File: config.mk
export PLATFORM = sky130hd
export DESIGN_NAME = mem_access_unit_flat
export DESIGN_NICKNAME = d
export VERILOG_FILES = /design/src/rtl/mem_access_unit_if.sv /design/src/rtl/mem_access_unit.sv /design/src/flat_wrapper.sv
export SDC_FILE = /design/constraint.sdc
export NUM_CORES = 1
export LEC_CHECK = 0
export CORE_MARGIN = 2
export CORE_UTILIZATION = 30
export DETAILED_ROUTE_END_ITERATION = 12
export SETUP_SLACK_MARGIN = 0.4
export SYNTH_ARGS = -nofsm -noshare
export SYNTH_HDL_FRONTEND = slang
export SYNTH_SLANG_ARGS = --single-unit
File: constraint.sdc
create_clock -name clk -period 10.3 [get_ports clk]
set_input_delay 3.09 -clock clk [delete_from_list [all_inputs] [get_ports clk]]
set_output_delay 3.09 -clock clk [all_outputs]
set_load 0.05 [all_outputs]
File: src/rtl/mem_access_unit_if.sv
// Bundle of EX/MEM inputs, data-memory bus and MEM/WB outputs for mem_access_unit.
// slave is the unit's view; master is the surrounding pipeline/memory view.
interface mem_access_unit_if #(
  parameter int unsigned ADDR_W = 32
);
  // EX/MEM side
  logic              in_valid;
  logic              in_mem_rd;
  logic              in_mem_wr;
  logic [1:0]        in_size;
  logic              in_signed;
  logic [ADDR_W-1:0] in_addr;
  logic [31:0]       in_wdata;
  logic [31:0]       in_alu;
  logic [4:0]        in_rd;
  logic              in_reg_write;
  logic              flush;
  logic              stall;

  // Data-memory side
  logic [31:0]       dm_addr;
  logic              dm_rd;
  logic              dm_wr;
  logic              dm_length;
  logic [31:0]       dm_wdata;
  logic [31:0]       dm_rdata;

  // MEM/WB side
  logic              wb_valid;
  logic [31:0]       wb_data;
  logic [4:0]        wb_rd;
  logic              wb_reg_write;
  logic              excp;
  logic [31:0]       excp_addr;

  modport slave (
    input  in_valid, in_mem_rd, in_mem_wr, in_size, in_signed, in_addr, in_wdata, in_alu,
    input  in_rd, in_reg_write, flush, dm_rdata,
    output stall, dm_addr, dm_rd, dm_wr, dm_length, dm_wdata,
    output wb_valid, wb_data, wb_rd, wb_reg_write, excp, excp_addr
  );

  modport master (
    output in_valid, in_mem_rd, in_mem_wr, in_size, in_signed, in_addr, in_wdata, in_alu,
    output in_rd, in_reg_write, flush, dm_rdata,
    input  stall, dm_addr, dm_rd, dm_wr, dm_length, dm_wdata,
    input  wb_valid, wb_data, wb_rd, wb_reg_write, excp, excp_addr
  );
endinterface

File: src/rtl/mem_access_unit.sv
// MEM-stage load/store unit for a big-endian, word-write-only data memory; sb/sh use RMW.
// Define MISALIGN_TRAP_EN to trap misaligned accesses instead of silently aligning them.
module mem_access_unit #(
  parameter int unsigned DM_BYTES = 128,
  parameter int unsigned ADDR_W   = 32
) (
  input  logic              clk,
  input  logic              rst,
  mem_access_unit_if.slave  bus_io
);

  typedef enum logic [0:0] {StIdle, StRmwWr} state_e;

  localparam logic [ADDR_W:0] DmLimit = (ADDR_W+1)'(DM_BYTES);

  state_e      state_q, state_d;
  logic [31:0] merge_q, merge_d;
  logic [31:0] rmw_addr_q, rmw_addr_d;
  logic        wb_valid_q, wb_valid_d;
  logic [31:0] wb_data_q, wb_data_d;
  logic [4:0]  wb_rd_q, wb_rd_d;
  logic        wb_reg_write_q, wb_reg_write_d;
  logic        excp_q, excp_d;
  logic [31:0] excp_addr_q, excp_addr_d;

  logic              act, is_mem, is_store, is_load;
  logic              sz_byte, sz_half, sz_word;
  logic [1:0]        span;
  logic [ADDR_W-1:0] addr_eff;
  logic [ADDR_W:0]   last_byte;
  logic              misal, oor, fault;
  logic [31:0]       addr32, base32;
  logic [1:0]        lane;
  logic [7:0]        rd_byte;
  logic [31:0]       load_val, merged;

  logic        stall, dm_rd, dm_wr, dm_length;
  logic [31:0] dm_addr, dm_wdata;

  // Request decode, alignment and range checks
  always_comb begin
    act      = bus_io.in_valid & ~bus_io.flush;
    is_mem   = bus_io.in_mem_rd | bus_io.in_mem_wr;
    is_store = bus_io.in_mem_wr;
    is_load  = bus_io.in_mem_rd & ~bus_io.in_mem_wr;
    sz_byte  = (bus_io.in_size == 2'd0);
    sz_half  = (bus_io.in_size == 2'd1);
    sz_word  = bus_io.in_size[1];
    span     = sz_word ? 2'd3 : (sz_half ? 2'd1 : 2'd0);
    addr_eff = bus_io.in_addr;
`ifdef MISALIGN_TRAP_EN
    misal = (sz_half & bus_io.in_addr[0]) | (sz_word & (|bus_io.in_addr[1:0]));
`else
    misal = 1'b0;
    if (sz_half) addr_eff[0] = 1'b0;
    if (sz_word) addr_eff[1:0] = 2'b00;
`endif
    last_byte = {1'b0, addr_eff} + {{(ADDR_W-1){1'b0}}, span};
    oor       = (last_byte >= DmLimit);
    fault     = is_mem & (misal | oor);
    addr32    = 32'(addr_eff);
    base32    = {addr32[31:2], 2'b00};
    lane      = addr_eff[1:0];
  end

  // Sub-word extraction and store-lane merge; lane 0 is the most significant byte
  always_comb begin
    rd_byte = 8'h00;
    unique case (lane)
      2'd0: rd_byte = bus_io.dm_rdata[31:24];
      2'd1: rd_byte = bus_io.dm_rdata[23:16];
      2'd2: rd_byte = bus_io.dm_rdata[15:8];
      2'd3: rd_byte = bus_io.dm_rdata[7:0];
      default: rd_byte = 8'h00;
    endcase

    if (sz_word) begin
      load_val = bus_io.dm_rdata;
    end else if (sz_half) begin
      load_val = {{16{bus_io.in_signed & bus_io.dm_rdata[15]}}, bus_io.dm_rdata[15:0]};
    end else begin
      load_val = {{24{bus_io.in_signed & rd_byte[7]}}, rd_byte};
    end

    merged = bus_io.dm_rdata;
    if (sz_half) begin
      if (lane[1]) merged[15:0] = bus_io.in_wdata[15:0];
      else         merged[31:16] = bus_io.in_wdata[15:0];
    end else begin
      unique case (lane)
        2'd0: merged[31:24] = bus_io.in_wdata[7:0];
        2'd1: merged[23:16] = bus_io.in_wdata[7:0];
        2'd2: merged[15:8]  = bus_io.in_wdata[7:0];
        2'd3: merged[7:0]   = bus_io.in_wdata[7:0];
        default: merged = bus_io.dm_rdata;
      endcase
    end
  end

  // Next-state and memory-side outputs
  always_comb begin
    state_d        = state_q;
    merge_d        = merge_q;
    rmw_addr_d     = rmw_addr_q;
    wb_valid_d     = 1'b0;
    wb_data_d      = wb_data_q;
    wb_rd_d        = wb_rd_q;
    wb_reg_write_d = 1'b0;
    excp_d         = 1'b0;
    excp_addr_d    = excp_addr_q;
    stall          = 1'b0;
    dm_rd          = 1'b0;
    dm_wr          = 1'b0;
    dm_length      = 1'b0;
    dm_addr        = 32'h0;
    dm_wdata       = 32'h0;

    unique case (state_q)
      StIdle: begin
        if (act) begin
          wb_rd_d = bus_io.in_rd;
          if (fault) begin
            wb_valid_d  = 1'b1;
            excp_d      = 1'b1;
            excp_addr_d = 32'(bus_io.in_addr);
          end else if (is_store) begin
            if (sz_word) begin
              dm_wr      = 1'b1;
              dm_addr    = addr32;
              dm_wdata   = bus_io.in_wdata;
              wb_valid_d = 1'b1;
            end else begin
              stall      = 1'b1;
              dm_rd      = 1'b1;
              dm_addr    = base32;
              merge_d    = merged;
              rmw_addr_d = base32;
              state_d    = StRmwWr;
            end
          end else if (is_load) begin
            dm_rd          = 1'b1;
            dm_length      = sz_half;
            dm_addr        = sz_byte ? base32 : addr32;
            wb_valid_d     = 1'b1;
            wb_data_d      = load_val;
            wb_reg_write_d = bus_io.in_reg_write;
          end else begin
            wb_valid_d     = 1'b1;
            wb_data_d      = bus_io.in_alu;
            wb_reg_write_d = bus_io.in_reg_write;
          end
        end
      end
      StRmwWr: begin
        // The write is already committed; flush and the presented instruction are ignored.
        dm_wr      = 1'b1;
        dm_addr    = rmw_addr_q;
        dm_wdata   = merge_q;
        wb_valid_d = 1'b1;
        state_d    = StIdle;
      end
      default: state_d = StIdle;
    endcase

    // Reset must suppress a pending RMW write in the same cycle.
    if (rst) begin
      stall     = 1'b0;
      dm_rd     = 1'b0;
      dm_wr     = 1'b0;
      dm_length = 1'b0;
      dm_addr   = 32'h0;
      dm_wdata  = 32'h0;
    end
  end

  always_ff @(posedge clk) begin
    if (rst) begin
      state_q        <= StIdle;
      merge_q        <= 32'h0;
      rmw_addr_q     <= 32'h0;
      wb_valid_q     <= 1'b0;
      wb_data_q      <= 32'h0;
      wb_rd_q        <= 5'd0;
      wb_reg_write_q <= 1'b0;
      excp_q         <= 1'b0;
      excp_addr_q    <= 32'h0;
    end else begin
      state_q        <= state_d;
      merge_q        <= merge_d;
      rmw_addr_q     <= rmw_addr_d;
      wb_valid_q     <= wb_valid_d;
      wb_data_q      <= wb_data_d;
      wb_rd_q        <= wb_rd_d;
      wb_reg_write_q <= wb_reg_write_d;
      excp_q         <= excp_d;
      excp_addr_q    <= excp_addr_d;
    end
  end

  assign bus_io.stall        = stall;
  assign bus_io.dm_addr      = dm_addr;
  assign bus_io.dm_rd        = dm_rd;
  assign bus_io.dm_wr        = dm_wr;
  assign bus_io.dm_length    = dm_length;
  assign bus_io.dm_wdata     = dm_wdata;
  assign bus_io.wb_valid     = wb_valid_q;
  assign bus_io.wb_data      = wb_data_q;
  assign bus_io.wb_rd        = wb_rd_q;
  assign bus_io.wb_reg_write = wb_reg_write_q;
  assign bus_io.excp         = excp_q;
  assign bus_io.excp_addr    = excp_addr_q;

endmodule
File: src/flat_wrapper.sv
// flat-port wrapper written by rule: the top's interface ports become plain ports
module mem_access_unit_flat 
#(
  parameter int unsigned DM_BYTES = 128,
  parameter int unsigned ADDR_W   = 32
)
  (clk, rst, bus_io_in_valid, bus_io_in_mem_rd, bus_io_in_mem_wr, bus_io_in_size, bus_io_in_signed, bus_io_in_addr, bus_io_in_wdata, bus_io_in_alu, bus_io_in_rd, bus_io_in_reg_write, bus_io_flush, bus_io_dm_rdata, bus_io_stall, bus_io_dm_addr, bus_io_dm_rd, bus_io_dm_wr, bus_io_dm_length, bus_io_dm_wdata, bus_io_wb_valid, bus_io_wb_data, bus_io_wb_rd, bus_io_wb_reg_write, bus_io_excp, bus_io_excp_addr);
  mem_access_unit_if #(.ADDR_W(ADDR_W)) bus_io_i ();
  input  logic clk;
  input  logic rst;
  input wire logic [$bits(bus_io_i.in_valid)-1:0] bus_io_in_valid;
  input wire logic [$bits(bus_io_i.in_mem_rd)-1:0] bus_io_in_mem_rd;
  input wire logic [$bits(bus_io_i.in_mem_wr)-1:0] bus_io_in_mem_wr;
  input wire logic [$bits(bus_io_i.in_size)-1:0] bus_io_in_size;
  input wire logic [$bits(bus_io_i.in_signed)-1:0] bus_io_in_signed;
  input wire logic [$bits(bus_io_i.in_addr)-1:0] bus_io_in_addr;
  input wire logic [$bits(bus_io_i.in_wdata)-1:0] bus_io_in_wdata;
  input wire logic [$bits(bus_io_i.in_alu)-1:0] bus_io_in_alu;
  input wire logic [$bits(bus_io_i.in_rd)-1:0] bus_io_in_rd;
  input wire logic [$bits(bus_io_i.in_reg_write)-1:0] bus_io_in_reg_write;
  input wire logic [$bits(bus_io_i.flush)-1:0] bus_io_flush;
  input wire logic [$bits(bus_io_i.dm_rdata)-1:0] bus_io_dm_rdata;
  output wire logic [$bits(bus_io_i.stall)-1:0] bus_io_stall;
  output wire logic [$bits(bus_io_i.dm_addr)-1:0] bus_io_dm_addr;
  output wire logic [$bits(bus_io_i.dm_rd)-1:0] bus_io_dm_rd;
  output wire logic [$bits(bus_io_i.dm_wr)-1:0] bus_io_dm_wr;
  output wire logic [$bits(bus_io_i.dm_length)-1:0] bus_io_dm_length;
  output wire logic [$bits(bus_io_i.dm_wdata)-1:0] bus_io_dm_wdata;
  output wire logic [$bits(bus_io_i.wb_valid)-1:0] bus_io_wb_valid;
  output wire logic [$bits(bus_io_i.wb_data)-1:0] bus_io_wb_data;
  output wire logic [$bits(bus_io_i.wb_rd)-1:0] bus_io_wb_rd;
  output wire logic [$bits(bus_io_i.wb_reg_write)-1:0] bus_io_wb_reg_write;
  output wire logic [$bits(bus_io_i.excp)-1:0] bus_io_excp;
  output wire logic [$bits(bus_io_i.excp_addr)-1:0] bus_io_excp_addr;
  assign bus_io_i.in_valid = bus_io_in_valid;
  assign bus_io_i.in_mem_rd = bus_io_in_mem_rd;
  assign bus_io_i.in_mem_wr = bus_io_in_mem_wr;
  assign bus_io_i.in_size = bus_io_in_size;
  assign bus_io_i.in_signed = bus_io_in_signed;
  assign bus_io_i.in_addr = bus_io_in_addr;
  assign bus_io_i.in_wdata = bus_io_in_wdata;
  assign bus_io_i.in_alu = bus_io_in_alu;
  assign bus_io_i.in_rd = bus_io_in_rd;
  assign bus_io_i.in_reg_write = bus_io_in_reg_write;
  assign bus_io_i.flush = bus_io_flush;
  assign bus_io_i.dm_rdata = bus_io_dm_rdata;
  assign bus_io_stall = bus_io_i.stall;
  assign bus_io_dm_addr = bus_io_i.dm_addr;
  assign bus_io_dm_rd = bus_io_i.dm_rd;
  assign bus_io_dm_wr = bus_io_i.dm_wr;
  assign bus_io_dm_length = bus_io_i.dm_length;
  assign bus_io_dm_wdata = bus_io_i.dm_wdata;
  assign bus_io_wb_valid = bus_io_i.wb_valid;
  assign bus_io_wb_data = bus_io_i.wb_data;
  assign bus_io_wb_rd = bus_io_i.wb_rd;
  assign bus_io_wb_reg_write = bus_io_i.wb_reg_write;
  assign bus_io_excp = bus_io_i.excp;
  assign bus_io_excp_addr = bus_io_i.excp_addr;
  mem_access_unit #(.DM_BYTES(DM_BYTES), .ADDR_W(ADDR_W)) u_core (.clk(clk), .rst(rst), .bus_io(bus_io_i));
endmodule
==> reports/qor.yml <==
yosysUniqueCellTypes: 52
tns_ns: 0
die_area_mm2: 0.0250
grt-ovfl-total: 0
tritoncts: "yes"
pre_cts_ws_ns: 0.298
grt.total_usage: 0.213
vias: 7496
ys.flop_type: "dfxtp_1"
coreArea_mm2: 0.0234
drive_gt1_frac: 0.133
worstMarginPinSlew_ns: 1.14
holdCritPathClass: "reg2reg"
synth-edff-count: 0
die_w_um: 158
fin_crit_sh: 0.934
rsz0062_at_grt: "no"
cts_hold_buf: 0
syn_nets: 1030
grt_pass1_vias: 6807
path_clk_slew_ns: 0.07
yosysWarnings: 0
synthCells: 886
final_common_cell: "clkdlybuf4s50_1"
required_ns: 7.21
worstPathArrival_ns: 6.53
postLayoutCellArea_mm2: 0.0115
grt_pass1_wl_um: 40900
async_reset_ff_frac: 0
nets: 1285
critPathCaptureType: "primary output"
busiest_layer: "met2"
met3_usage: 0.0564
core.rowCount: 56
cts_max_path_buffers: 2
post_drt_wl_per_cell_um: 19.1
max_freq_mhz: 104
skew_ns: 0.00751
initial_utilization: 0.305
antenna_cells: 0
ir_worst_vdd_v: 0.0000893
placed_cell_area_mm2: 0.0107
slew_headroom: 0.238
fin_util: 0.491
io_pins: 283
antenna_found_initial: 0
ant_nets: 0
grt_use_met1: 0.303
p_leak_nw: 4.09
drv_cap: 0
slew_viol_final: 0
grt_max_degree: 78
netlist.area_leader.share: 0.379
netlist_area_mm2: 0.00714
crit_type: "in2out"
drtPass1Iterations: 5
yosys-top-cells-area: "dfxtp_1, mux2i_1, nor2_1"
vias_per_cell: 5.09
drt_iter0_drc: 592
fin_hold_ws_ns: 0.451
syn_area_per_cell_um2: 8.06
timing.final.ws_setup_ns: 0.680
fin_crit_ns: 9.62
die_h_um: 158
status: "complete, no violations"
hpwl_um: 20300
power_density_mw_per_mm2: 121
htreeDepth: 4
clock_latency_ns: 0.43
drc: 0
grt_util_met2: 0.318
totalWireLength_um: 28100
hold_viol_final: 0
cp_max_fo: 8
start_kind: "input port"
setup_viol: 0
gp_congestion: 0.859
root_buffer: "clkbuf_16"
area_growth_pct: 61.0
cts_sinks: 135
yosysSeqAreaShare: 0.379
numPortBuffers: 281
mostFrequentLayoutCells: "clkdlybuf4s50_1, dfxtp_1, nor2_1"
ys_ff_latch: 135
synth_top_cell_by_area: "dfxtp_1"
cts_buffers: 17
## cell families after synthesis
group	count (synthesis)	synth area share
other	1	0.000525
XOR/XNOR	5	0.00614
multiplexers	90	0.126
adder cells (fa/ha/maj)	1	0.00175
AO/OA/AOI/OAI	223	0.206
buffers and inverters	90	0.0496
flip-flops	135	0.379
AND/OR/NAND/NOR	341	0.231
## metrics by stage
stage | instances | total power, mW
final | 1473 | 1.39
after detailed placement | 1433 | 0.776
after global routing | 1473 | 1.44
after global placement | 1433 | 0.776
after CTS | 1465 | 1.40
after floorplan | 886 | 0.660
## cells in the mapped netlist (all sizes together), types with 2 or more instances
master / number
o221ai: 7
a21o: 3
a21oi: 93
dfxtp: 135
buf: 16
mux2i: 89
nand3: 15
o21ai: 34
o22ai: 8
nand2: 67
nand4: 5
xnor2: 3
a2111o: 24
xor2: 2
nor4: 5
nor2b: 15
a22o: 5
or4: 10
nand2b: 4
clkbuf: 59
a211oi: 7
nor2: 134
inv: 15
and3: 4
nor3: 16
or3: 8
nor4b: 2
a31oi: 15
and2: 52
a311oi: 19
## critical path: stages
cell	delay [ns]
clkdlybuf4s50_1	0.48
and2_1	0.17
ha_1	0.17
o211ai_1	0.19
nor3_2	0.26
mux2_2	0.35
or4b_1	0.55
a211oi_2	0.25
and3_4	0.26
a21oi_4	0.13
clkbuf_16	0.27
nor2_2	0.17
buf_12	0.16
## path summary, 6_finish.rpt
kind                                             from  cells after the start                    end  slack, ns
worst min-delay path            u_core.rmw_addr_q[20]                      1  u_core.rmw_addr_q[20]       0.45
worst min register to register  u_core.rmw_addr_q[20]                      1  u_core.rmw_addr_q[20]       0.45
worst max-delay path                bus_io_in_addr[0]                     13     bus_io_dm_wdata[3]       0.68
worst max register to register         u_core.state_q                      9     u_core.merge_q[29]       7.15
## power breakdown
part	leakage (nW)	total (mW)	switching (mW)	internal [mW]
Clock	0.285	0.620	0.276	0.344
Sequential	1.09	0.536	0.00466	0.532
Combinational	2.71	0.231	0.134	0.0973
## sequential cells by signal, indices dropped and copies added (netlist names)
name and cells:
u_core.bus_io.excp 1, u_core.bus_io.excp_addr 32, u_core.bus_io.wb_data 32, u_core.bus_io.wb_rd 5, u_core.bus_io.wb_reg_write 1, u_core.bus_io.wb_valid 1, u_core.merge_q 32, u_core.rmw_addr_q 30
u_core.state_q 1
## repair_timing
action                                  in CTS  in global routing
hold endpoints to repair                     0                  0
pin swaps                                    0                  4
endpoints found under the setup margin      37                 38
gates cloned                                 0                  4
gates resized for setup                      5                 35
setup buffers                                0                  4
## area by class of cell
type                            instances  area, µm²
Fill cell                            2275      11900
Multi-Input combinational cell        661       4220
Timing Repair Buffer                  311       3530
Sequential cell                       135       2700
Clock buffer                           17        425
Tap cell                              319        399
Clock inverter                         15        159
Inverter                               15       56.3
## metal layers
metal  wire length, µm  share of wire  vias up
met5                 0              0        -
met4               403          0.014        0
met3              2160          0.077       28
met2             12700           0.45      301
met1             12800           0.46     3477
li1                  -              -     3690
Note: power is estimated with default switching activity, not from simulation.
